$ cat src/rtl/mpsoc_ahb3_master_port.sv
// -----------------------------------------------------------------------------
// mpsoc_ahb3_master_port
//
// AHB3-Lite initiator. Turns a request/response command stream into single
// (HBURST=SINGLE) AHB3-Lite transfers. The address phase (A-stage) and the
// data phase (D-stage) are pipelined, so one transfer can be issued per cycle.
// The initiator honours slave wait states and the two-cycle ERROR response.
//
// Ports
//   HCLK, HRESETn        bus clock, asynchronous active-low reset
//   cmd_req/cmd_ack      command handshake (cmd_ack is combinational)
//   cmd_we, cmd_addr,    command direction, byte address, HSIZE encoding
//   cmd_size, cmd_wdata  and write data
//   rsp_valid, rsp_rdata one-cycle response pulse per accepted command, in order.
//   rsp_err              rsp_rdata is zero for writes and errors.
//   HSEL ... HMASTLOCK   AHB3-Lite address- and data-phase outputs
//   HRDATA, HREADY,      AHB3-Lite slave response inputs
//   HRESP
// -----------------------------------------------------------------------------
module mpsoc_ahb3_master_port #(
    parameter int XLEN = 64,
    parameter int PLEN = 64
) (
    input  logic            HCLK,
    input  logic            HRESETn,

    input  logic            cmd_req,
    output logic            cmd_ack,
    input  logic            cmd_we,
    input  logic [PLEN-1:0] cmd_addr,
    input  logic [2:0]      cmd_size,
    input  logic [XLEN-1:0] cmd_wdata,

    output logic            rsp_valid,
    output logic [XLEN-1:0] rsp_rdata,
    output logic            rsp_err,

    output logic            HSEL,
    output logic [PLEN-1:0] HADDR,
    output logic [XLEN-1:0] HWDATA,
    input  logic [XLEN-1:0] HRDATA,
    output logic            HWRITE,
    output logic [2:0]      HSIZE,
    output logic [2:0]      HBURST,
    output logic [3:0]      HPROT,
    output logic [1:0]      HTRANS,
    output logic            HMASTLOCK,
    input  logic            HREADY,
    input  logic            HRESP
);

    localparam logic [1:0] TRANS_IDLE   = 2'b00;
    localparam logic [1:0] TRANS_NONSEQ = 2'b10;

    // A-stage (address phase)
    logic            a_valid_reg, a_valid_next;
    logic            a_we_reg,    a_we_next;
    logic [PLEN-1:0] a_addr_reg,  a_addr_next;
    logic [2:0]      a_size_reg,  a_size_next;
    logic [XLEN-1:0] a_wdata_reg, a_wdata_next;

    // D-stage (data phase)
    logic            d_valid_reg, d_valid_next;
    logic            d_we_reg,    d_we_next;
    logic [XLEN-1:0] d_wdata_reg, d_wdata_next;

    // Set when an A-stage transfer was cancelled by an ERROR response; its
    // error response is still owed to the requester.
    logic            cancel_pend_reg, cancel_pend_next;

    // Response register
    logic            rsp_valid_reg, rsp_valid_next;
    logic            rsp_err_reg,   rsp_err_next;
    logic [XLEN-1:0] rsp_rdata_reg, rsp_rdata_next;

    logic err1;
    logic d_done;

    // First ERROR cycle: slave signals ERROR while still stalling.
    assign err1   = d_valid_reg & HRESP & ~HREADY;
    assign d_done = d_valid_reg & HREADY;

    // No acceptance during reset, while the A-stage is stalled, in the first
    // error cycle, or while a cancelled response is still owed (keeps order).
    assign cmd_ack = HRESETn & cmd_req & (~a_valid_reg | HREADY) & ~err1 & ~cancel_pend_reg;

    always_comb begin
        a_valid_next     = a_valid_reg;
        a_we_next        = a_we_reg;
        a_addr_next      = a_addr_reg;
        a_size_next      = a_size_reg;
        a_wdata_next     = a_wdata_reg;
        d_valid_next     = d_valid_reg;
        d_we_next        = d_we_reg;
        d_wdata_next     = d_wdata_reg;
        cancel_pend_next = cancel_pend_reg;
        rsp_valid_next   = 1'b0;
        rsp_err_next     = 1'b0;
        rsp_rdata_next   = '0;

        // Bus ready: A-stage advances into the D-stage and goes IDLE unless
        // reloaded below. Address outputs keep their last value when IDLE.
        if (HREADY) begin
            d_valid_next = a_valid_reg;
            if (a_valid_reg) begin
                d_we_next    = a_we_reg;
                d_wdata_next = a_wdata_reg;
            end
            a_valid_next = 1'b0;
        end

        // First error cycle: drop the pipelined address phase so it never
        // gets a data phase; remember that its response is owed.
        if (err1) begin
            a_valid_next     = 1'b0;
            cancel_pend_next = cancel_pend_reg | a_valid_reg;
        end

        // An idle A-stage may be loaded even while HREADY is low.
        if (cmd_ack) begin
            a_valid_next = 1'b1;
            a_we_next    = cmd_we;
            a_addr_next  = cmd_addr;
            a_size_next  = cmd_size;
            a_wdata_next = cmd_wdata;
        end

        if (d_done) begin
            rsp_valid_next = 1'b1;
            rsp_err_next   = HRESP;
            if (!HRESP && !d_we_reg) begin
                rsp_rdata_next = HRDATA;
            end
        end else if (cancel_pend_reg && !d_valid_reg) begin
            // The cycle after the erroring transfer's response.
            rsp_valid_next   = 1'b1;
            rsp_err_next     = 1'b1;
            cancel_pend_next = 1'b0;
        end
    end

    always_ff @(posedge HCLK or negedge HRESETn) begin
        if (!HRESETn) begin
            a_valid_reg     <= 1'b0;
            a_we_reg        <= 1'b0;
            a_addr_reg      <= '0;
            a_size_reg      <= '0;
            a_wdata_reg     <= '0;
            d_valid_reg     <= 1'b0;
            d_we_reg        <= 1'b0;
            d_wdata_reg     <= '0;
            cancel_pend_reg <= 1'b0;
            rsp_valid_reg   <= 1'b0;
            rsp_err_reg     <= 1'b0;
            rsp_rdata_reg   <= '0;
        end else begin
            a_valid_reg     <= a_valid_next;
            a_we_reg        <= a_we_next;
            a_addr_reg      <= a_addr_next;
            a_size_reg      <= a_size_next;
            a_wdata_reg     <= a_wdata_next;
            d_valid_reg     <= d_valid_next;
            d_we_reg        <= d_we_next;
            d_wdata_reg     <= d_wdata_next;
            cancel_pend_reg <= cancel_pend_next;
            rsp_valid_reg   <= rsp_valid_next;
            rsp_err_reg     <= rsp_err_next;
            rsp_rdata_reg   <= rsp_rdata_next;
        end
    end

    assign HSEL      = a_valid_reg;
    assign HTRANS    = a_valid_reg ? TRANS_NONSEQ : TRANS_IDLE;
    assign HADDR     = a_addr_reg;
    assign HWRITE    = a_we_reg;
    assign HSIZE     = a_size_reg;
    assign HWDATA    = d_wdata_reg;
    assign HBURST    = 3'b000;
    assign HPROT     = 4'b0011;
    assign HMASTLOCK = 1'b0;

    assign rsp_valid = rsp_valid_reg;
    assign rsp_err   = rsp_err_reg;
    assign rsp_rdata = rsp_rdata_reg;

endmodule

$ cat config.mk
export PLATFORM = sky130hd
export DESIGN_NAME = mpsoc_ahb3_master_port
export DESIGN_NICKNAME = d
export VERILOG_FILES = /design/src/rtl/mpsoc_ahb3_master_port.sv
export SDC_FILE = /design/constraint.sdc
export NUM_CORES = 1
export LEC_CHECK = 0
export CORE_AREA = 2 2 159 161
export CTS_CLUSTER_SIZE = 12
export DETAILED_ROUTE_END_ITERATION = 6
export DIE_AREA = 0 0 161 163
export PLACE_DENSITY = 0.73
export SYNTH_ARGS = -nofsm -noshare
export SYNTH_HDL_FRONTEND = slang
export SYNTH_SLANG_ARGS = --single-unit
$ cat constraint.sdc
create_clock -name HCLK -period 2.9 [get_ports HCLK]
set_clock_uncertainty 0.2 [all_clocks]
set_input_delay 0.58 -clock HCLK [delete_from_list [all_inputs] [get_ports HCLK]]
set_output_delay 0.58 -clock HCLK [all_outputs]
set_load 0.1 [all_outputs]
==> results.toml, run 1 <==
[final_layout]
final_cell_mix = "sky130_fd_sc_hd__dfrtp_1, sky130_fd_sc_hd__buf_4, sky130_fd_sc_hd__clkdlybuf4s50_1"
insertedDiodeCount = 0
multi_input_comb_area_um2 = 3020
final_nets = 1202
fraction_of_final_layout_cells_with_drive_strength_greater_than_1_pct = 45.1
final-seq-area_um2 = 6660
fillCellCount = 1959
final_common_cell = "sky130_fd_sc_hd__dfrtp_1"
postLayoutCellArea_um2 = 14800
syn2layout_area_growth_pct = 49.3

[detailed_routing]
vias_per_cell = 4.56
detail_route.wirelength_um = 24700
firstDrtPassIters = 4
route.detailed.wl_per_inst_um = 18.3
first_iter_violations = 270
routed-via-count = 6156
post-route-drc-count = 0
final_antenna_net_count = 0

[pwr]
p_leak_nw = 6.94
power.share.combinational_pct = 46.5
p_int_mw = 8.53
power.sequential.fraction_pct = 31.3
ir_worst_vdd_uv = 754
power.net_switching_mw = 7.49
power.density_cell_area_nw_per_um2 = 1080
power.switching_fraction_pct = 46.8
share_clk_of_total_power_pct = 22.2

[status]
status = "complete, no violations"

[synth]
muxShareOfSynthArea_pct = 25.0
synthCells = 584
ys_ff_latch = 266
yosys_warnings = 0
synthAdderAreaFrac_pct = 0
synth_top_area_share_pct = 67.2
yosysTopAreaCell = "sky130_fd_sc_hd__dfrtp_1"
syn_area_um2 = 9900
synth_xor_area_share_pct = 0
sequential_area_share_after_synthesis_pct = 67.2
synth_compound_gate_area_share_pct = 0.126
ys_types = 18
postSynthAreaPerCell_um2 = 17.0
synthSimpleGateAreaFrac_pct = 4.89
synth_area_leaders = "sky130_fd_sc_hd__dfrtp_1, sky130_fd_sc_hd__mux2_2, sky130_fd_sc_hd__mux2_4"
synth_top_family_by_area = "multiplexers"

[clock_network]
cts.reportedPaths.clkPinSlew_ns = 0.06
cts_buffers = 29
cts_sinks = 266
cts_hold_buf = 1
h-tree-depth = 1
clock_tree_from_tritoncts = "built"
post_cts_buffers = 0
clk_latency_ns = 0.54
deepest_clock_path_buffer_count = 3
clk_root_buffer_cell = "sky130_fd_sc_hd__clkbuf_16"
ctsResizeCount = 0

[sta]
layout_min_cycle_time_ns = 2.70
max-slew-margin-rel_pct = 42.4
period_share_pct = 93.2
max_slew.worst_pin.slew_ns = 0.863
report.final.hold_viol_count = 0
final_setup_fails = 0
worst_slack_ns = 0.198
rsz_0062_raised_after_global_routing = "false"
clock.fmax_mhz = 370
final-max-slew-violation-count = 0
totalNegativeSetupSlack_ns = 0

[worst_setup_path]
cp_data_required_time_ns = 2.12
worst-setup-path-type = "reg -> out"
critical_path.reg2reg.startpoint = "HSEL"
critPathTopFamily = "simple AND/OR/NAND/NOR gates"
worst-endpoint-arrival_ns = 1.92
end_of_the_worst_register_to_register_path = "HADDR[63]"
crit_path_top_delay_cell = "sky130_fd_sc_hd__dfrtp_1"
reg2regPathDepth = 5
path_cells = "nor2b_1 > and3b_4 > buf_12 > buf_12"
end_kind = "primary output"
regToRegSetupSlack_ns = 0.76
worst-path-max-fanout = 18
cpMostUsedCell = "sky130_fd_sc_hd__buf_12"
worst_path_largest_cell_delay_ns = 0.46
buffers_and_inverters_on_the_worst_path = 2
setup.worst_path.start_class = "flop"

[floorplan]
num_io_pins = 411
dieArea_um2 = 26200
initial_utilization_pct = 40.1
core_area_um2 = 24700
dieWidth_um = 161
die_height_um = 163
rows = 58

[grt]
global_route.usage.total_pct = 18.3
maximum_number_of_pins_on_one_net_before_global_route_repair = 150
globalRoute.totalOverflow = 0
grt_pass1_vias = 6499
grt_pass1_wl_um = 37800
grt_antenna_before_repair = 0

[job]
count_of_maximum_capacitance_violations = 0

[place]
placedInstanceArea_um2 = 13800
routabilityCongestion = 0.803
count_of_buffers_inserted_at_the_top_level_ports = 401
detailedPlace.worstSlack_ns = 0.230
hpwlAfterDp_um = 17900

[worst_hold_path]
timing.hold.worst.class = "in -> async"
## power by group through the flow
stage               clock [mW]  combinational [mW]  sequential [mW]
floorplan                    0                1.11             9.62
global placement             0                7.44             5.06
detailed placement           0                7.48             5.09
CTS                       3.64                7.50             5.03
global route              3.80                7.63             5.14
finish                    3.56                7.44             5.02
## cell type report
| cell class | instances | area share [%] |
|---|---|---|
| Clock inverter | 6 | 0.449 |
| Sequential cell | 266 | 45.0 |
| Timing Repair Buffer | 417 | 25.5 |
| Tap cell | 330 | 2.79 |
| Clock buffer | 43 | 5.81 |
| Multi-Input combinational cell | 287 | 20.5 |
## metrics by stage
step | utilization, % | total power [mW] | std cells | hold slack [ns]
global route | 59.9 | 16.6 | 1349 | 0.0845
CTS | 59.9 | 16.2 | 1349 | 0.0630
finish | 59.9 | 16.0 | 1349 | 0.0202
detailed placement | 56.1 | 12.6 | 1299 | 0.289
floorplan | - | 10.7 | 591 | 0.0844
global placement | 56.1 | 12.5 | 1299 | 0.283
## worst reg2reg max path, stage by stage, from the launching register on
cell and delay (ns):
sky130_fd_sc_hd__dfrtp_1 0.46, sky130_fd_sc_hd__nor2b_1 0.18, sky130_fd_sc_hd__and3b_4 0.33, sky130_fd_sc_hd__buf_12 0.23, sky130_fd_sc_hd__buf_4 0.27, sky130_fd_sc_hd__mux2_2 0.34
## synthesized netlist by cell type
master	instances
sky130_fd_sc_hd__dfrtp_1	266
sky130_fd_sc_hd__mux2_2	128
sky130_fd_sc_hd__mux2_4	69
sky130_fd_sc_hd__and2_1	64
sky130_fd_sc_hd__buf_2	11
sky130_fd_sc_hd__buf_4	10
sky130_fd_sc_hd__buf_6	9
sky130_fd_sc_hd__clkbuf_1	8
sky130_fd_sc_hd__nand2_1	5
sky130_fd_sc_hd__and3b_1	2
sky130_fd_sc_hd__conb_1	2
sky130_fd_sc_hd__nand2b_1	2
sky130_fd_sc_hd__nand3_1	2
sky130_fd_sc_hd__nor2b_1	2
sky130_fd_sc_hd__nand3b_1	1
sky130_fd_sc_hd__nor3_1	1
sky130_fd_sc_hd__o21a_1	1
sky130_fd_sc_hd__o21ai_0	1
## cell families (layout without fill, tap and decap cells)
kind of cell,count (synthesis),count (layout)
compound gates,2,2
simple gates,79,79
other cells,2,9
flops,266,266
buf+inv,38,466
mux,197,197
## worst max path at each step
stage / from / to / cells past startpoint
after floorplan: HSEL / cmd_ack / 5
after global placement: cmd_req / cmd_ack / 5
after detailed placement: HREADY / cmd_ack / 5
after CTS: HSEL / cmd_ack / 4
after global routing: HSEL / cmd_ack / 4
final: HSEL / cmd_ack / 4
## metal layers
layer / global-route usage (%) / share of wire (%) / vias to the layer above
met5: 0 / 0 / -
met4: 5.28 / 2.6 / 0
met3: 6.21 / 9.4 / 40
met2: 30.8 / 48 / 270
met1: 22.6 / 40 / 3046
li1: - / - / 2800
No activity file was read; power rests on OpenSTA's default activity.
==> inputs of run 2 (changes only) <==
CELL_PAD_IN_SITES_DETAIL_PLACEMENT = 1   (was not set)
CELL_PAD_IN_SITES_GLOBAL_PLACEMENT = 1   (was not set)
CORE_AREA = not set   (was 2 2 159 161)
CORE_MARGIN = 2   (was not set)
CORE_UTILIZATION = 37   (was not set)
DIE_AREA = not set   (was 0 0 161 163)
PLACE_DENSITY = 0.83   (was 0.73)
==> results.toml, run 2 (synthesis results as in run 1) <==
[status]
status = "complete, no violations"

[pwr]
power.density_cell_area_nw_per_um2 = 1090
ir_worst_vdd_uv = 803
p_leak_nw = 6.94
finalPower_mw = 16.1

[clock_network]
ctsResizeCount = 0
clk_root_buffer_cell = "sky130_fd_sc_hd__clkbuf_16"
clk_latency_ns = 0.53
clock_tree_from_tritoncts = "built"
post_cts_buffers = 0
cts.reportedPaths.clkPinSlew_ns = 0.06
deepest_clock_path_buffer_count = 3
cts_sinks = 266
cts_hold_buf = 1
cts_buffers = 29
h-tree-depth = 1

[worst_setup_path]
cp_data_required_time_ns = 2.12
regToRegSetupSlack_ns = 0.70
worst-endpoint-arrival_ns = 1.97
reg2regPathDepth = 4
end_kind = "primary output"
worst-setup-path-type = "in -> out"
critical_path.reg2reg.startpoint = "HSEL"
end_of_the_worst_register_to_register_path = "HADDR[63]"
setup.worst_path.start_class = "input port"
worst-path-max-fanout = 11

[detailed_routing]
route.detailed.wl_per_inst_um = 20.7
routed-via-count = 6315
final_antenna_net_count = 0
firstDrtPassIters = 4
detail_route.wirelength_um = 28100
first_iter_violations = 301
post-route-drc-count = 0
vias_per_cell = 4.65

[final_layout]
syn2layout_area_growth_pct = 49.2
utilization_pct = 56.5
fillCellCount = 2516
final_nets = 1204
fraction_of_final_layout_cells_with_drive_strength_greater_than_1_pct = 45.3
final_common_cell = "sky130_fd_sc_hd__dfrtp_1"
final-seq-area_um2 = 6660
multi_input_comb_area_um2 = 3020
final_cell_mix = "sky130_fd_sc_hd__dfrtp_1, sky130_fd_sc_hd__buf_4, sky130_fd_sc_hd__clkdlybuf4s50_1"
fin_cells = 1357

[worst_hold_path]
worst_min_delay_path_startpoint = "HRESETn"
end_point_of_the_worst_hold_path = "HSEL"
whs_path_depth = 3
timing.hold.worst.class = "in -> reg"

[place]
place_inst = 1306
hpwlAfterDp_um = 20100
routabilityCongestion = 0.776
count_of_buffers_inserted_at_the_top_level_ports = 401
detailedPlace.worstSlack_ns = 0.0926

[floorplan]
num_io_pins = 411
die_height_um = 168
dieArea_um2 = 28100
rows = 59
dieWidth_um = 168
core_area_um2 = 26100
initial_utilization_pct = 37.9

[sta]
clock.fmax_mhz = 364
final-max-slew-violation-count = 0
totalNegativeSetupSlack_ns = 0
period_share_pct = 94.7
report.final.hold_viol_count = 0
max_slew.worst_pin.slew_ns = 0.687
rsz_0062_raised_after_global_routing = "false"
max-slew-margin-rel_pct = 54.2
final_setup_fails = 0
worst_slack_ns = 0.154
layout_min_cycle_time_ns = 2.75

[grt]
global_route.usage.total_pct = 19.8
grt_pass1_vias = 7119
globalRoute.totalOverflow = 0
grt_antenna_before_repair = 0
maximum_number_of_pins_on_one_net_before_global_route_repair = 117
grt_pass1_wl_um = 43200

[job]
count_of_maximum_capacitance_violations = 0
[run 2: cell types whose count changed in the layout (fill, tap and decap cells not counted), sizes merged]
cell	change
clkinv	+3
buf	+2
inv	-2
clkbuf	-1
diode	+1
[run 2: worst max-delay path: stages]
cell and delay, ns:
sky130_fd_sc_hd__clkdlybuf4s50_1 0.56, sky130_fd_sc_hd__nor2b_1 0.09, sky130_fd_sc_hd__and3b_4 0.49, sky130_fd_sc_hd__buf_12 0.22
[run 2: worst max-delay path by stage]
stage / startpoint / depth (start not counted) / endpoint / slack [ns]
after floorplan: HSEL / 5 / cmd_ack / 0.30
after global placement: HREADY / 5 / HADDR[63] / 0.14
after detailed placement: HREADY / 5 / HADDR[63] / 0.09
after CTS: HREADY / 4 / cmd_ack / 0.13
after global routing: HREADY / 4 / cmd_ack / 0.08
final: HREADY / 4 / cmd_ack / 0.15
[run 2: cell type report]
type	instances	area share (%)
Tap cell	335	2.84
Clock inverter	7	0.432
Multi-Input combinational cell	287	20.5
Timing Repair Buffer	419	25.4
Antenna cell	1	0.0169
Clock buffer	42	5.78
Sequential cell	266	45.1
[run 2: power breakdown]
part           internal, mW  switching [mW]  total (mW)
Clock                  2.11            1.44        3.55
Sequential             4.56           0.491        5.05
Combinational          1.85            5.64        7.49
Total                  8.52            7.57        16.1
[run 2: per-stage QoR]
stage	hold WS, ns	area (um^2)
after global routing	0.269	14800
final	0.280	14800
after detailed placement	0.290	13800
after global placement	0.280	13800
after floorplan	0.0844	9930
after CTS	0.245	14800
[run 2: metal layers]
layer  GRT usage [%]  vias up  part of all wire [%]
li1                -     2787                     -
met1            22.9     3214                    37
met2            35.9      264                    52
met3            5.70       50                   7.5
met4            5.82        0                   3.0
met5               0        -                     0
==> inputs of run 3 (changes only) <==
CORE_UTILIZATION = 34   (was 37)
PLACE_DENSITY = 0.77   (was 0.83)
clock period = 3.1 ns   (was 2.9 ns; I/O delays follow)
==> results.toml, run 3 (synthesis results as in run 1) <==
[status]
status = "complete, no violations"

[sta]
final_setup_fails = 0
report.final.hold_viol_count = 0
totalNegativeSetupSlack_ns = 0
period_share_pct = 95.1
clock.fmax_mhz = 339
layout_min_cycle_time_ns = 2.95
fin_hold_ws_ns = 0.294
worst_slack_ns = 0.153
rsz_0062_raised_after_global_routing = "false"
max_slew.worst_pin.slew_ns = 0.953
final-max-slew-violation-count = 0
max-slew-margin-rel_pct = 36.5

[place]
place_inst = 1350
routabilityCongestion = 0.770
hpwlAfterDp_um = 20100
detailedPlace.worstSlack_ns = 0.248
placedInstanceArea_um2 = 13800
count_of_buffers_inserted_at_the_top_level_ports = 401

[final_layout]
utilization_pct = 51.6
final-seq-area_um2 = 6660
postLayoutCellArea_um2 = 14800
multi_input_comb_area_um2 = 3020
final_nets = 1200
fin_cells = 1402
insertedDiodeCount = 0
fillCellCount = 2834
final_cell_mix = "sky130_fd_sc_hd__dfrtp_1, sky130_fd_sc_hd__buf_4, sky130_fd_sc_hd__clkdlybuf4s50_1"
final_common_cell = "sky130_fd_sc_hd__dfrtp_1"
fraction_of_final_layout_cells_with_drive_strength_greater_than_1_pct = 44.9
syn2layout_area_growth_pct = 49.6

[floorplan]
dieArea_um2 = 30500
core_area_um2 = 28700
dieWidth_um = 175
initial_utilization_pct = 34.5
num_io_pins = 411
rows = 62
die_height_um = 175

[detailed_routing]
route.detailed.wl_per_inst_um = 19.8
final_antenna_net_count = 0
routed-via-count = 6299
detail_route.wirelength_um = 27800
firstDrtPassIters = 4
first_iter_violations = 241
post-route-drc-count = 0
vias_per_cell = 4.49

[worst_setup_path]
worst-setup-path-type = "in -> out"
worst-path-max-fanout = 7
setup.worst_path.start_class = "input port"
cp_data_required_time_ns = 2.28
end_kind = "primary output"
worst-endpoint-arrival_ns = 2.13
regToRegSetupSlack_ns = 0.92

[clock_network]
clock_tree_from_tritoncts = "built"
ctsResizeCount = 0
clk_latency_ns = 0.54
cts_hold_buf = 1
cts_buffers = 30
post_cts_buffers = 0
clk_root_buffer_cell = "sky130_fd_sc_hd__clkbuf_16"
cts_sinks = 266
cts.reportedPaths.clkPinSlew_ns = 0.06
h-tree-depth = 1
deepest_clock_path_buffer_count = 3

[pwr]
p_leak_nw = 6.92
ir_worst_vdd_uv = 517
finalPower_mw = 15.1
power.density_cell_area_nw_per_um2 = 1020

[job]
count_of_maximum_capacitance_violations = 0

[worst_hold_path]
timing.hold.worst.class = "reg -> reg"

[grt]
grt_pass1_wl_um = 42700
grt_pass1_vias = 7207
global_route.usage.total_pct = 18.0
grt_antenna_before_repair = 1
maximum_number_of_pins_on_one_net_before_global_route_repair = 146
globalRoute.totalOverflow = 0
-- run 3: per-layer routing --
layer	track usage (%)	routed length (um)	vias to the layer above
li1	-	-	2790
met1	20.2	10300	3188
met2	32.3	14100	277
met3	6.68	2590	42
met4	4.65	761	2
met5	0	13	-
-- run 3: worst paths after layout --
path,depth (start not counted),start,endpoint
worst max-delay path,5,HRESETn,cmd_ack
worst min-delay path,1,a_wdata_reg[49],HWDATA[49]
worst max register to register,4,HSEL,a_wdata_reg[38]
worst min register to register,1,a_wdata_reg[49],HWDATA[49]
max in group asynchronous,4,HRESETn,HADDR[7]
min in group asynchronous,3,HRESETn,HWDATA[1]
-- run 3: layout make-up --
class | instances | area share (%)
sequential | 266 | 45.0
timing repair buffer | 414 | 24.9
multi-input combinational | 287 | 20.4
clock buffer | 43 | 5.81
tap | 384 | 3.25
clock inverter | 8 | 0.625
-- run 3: critical path, cell delays in order --
cell,delay (ns)
sky130_fd_sc_hd__dlygate4sd3_1,0.65
sky130_fd_sc_hd__buf_8,0.13
sky130_fd_sc_hd__and3b_1,0.17
sky130_fd_sc_hd__and3b_4,0.34
sky130_fd_sc_hd__buf_12,0.21
-- run 3: report_power, final --
group          leakage (nW)  total (mW)  switching, mW  internal, mW
clock network         0.468        3.45           1.38          2.07
registers              3.27        4.71          0.445          4.26
logic                  3.18        6.99           5.27          1.72
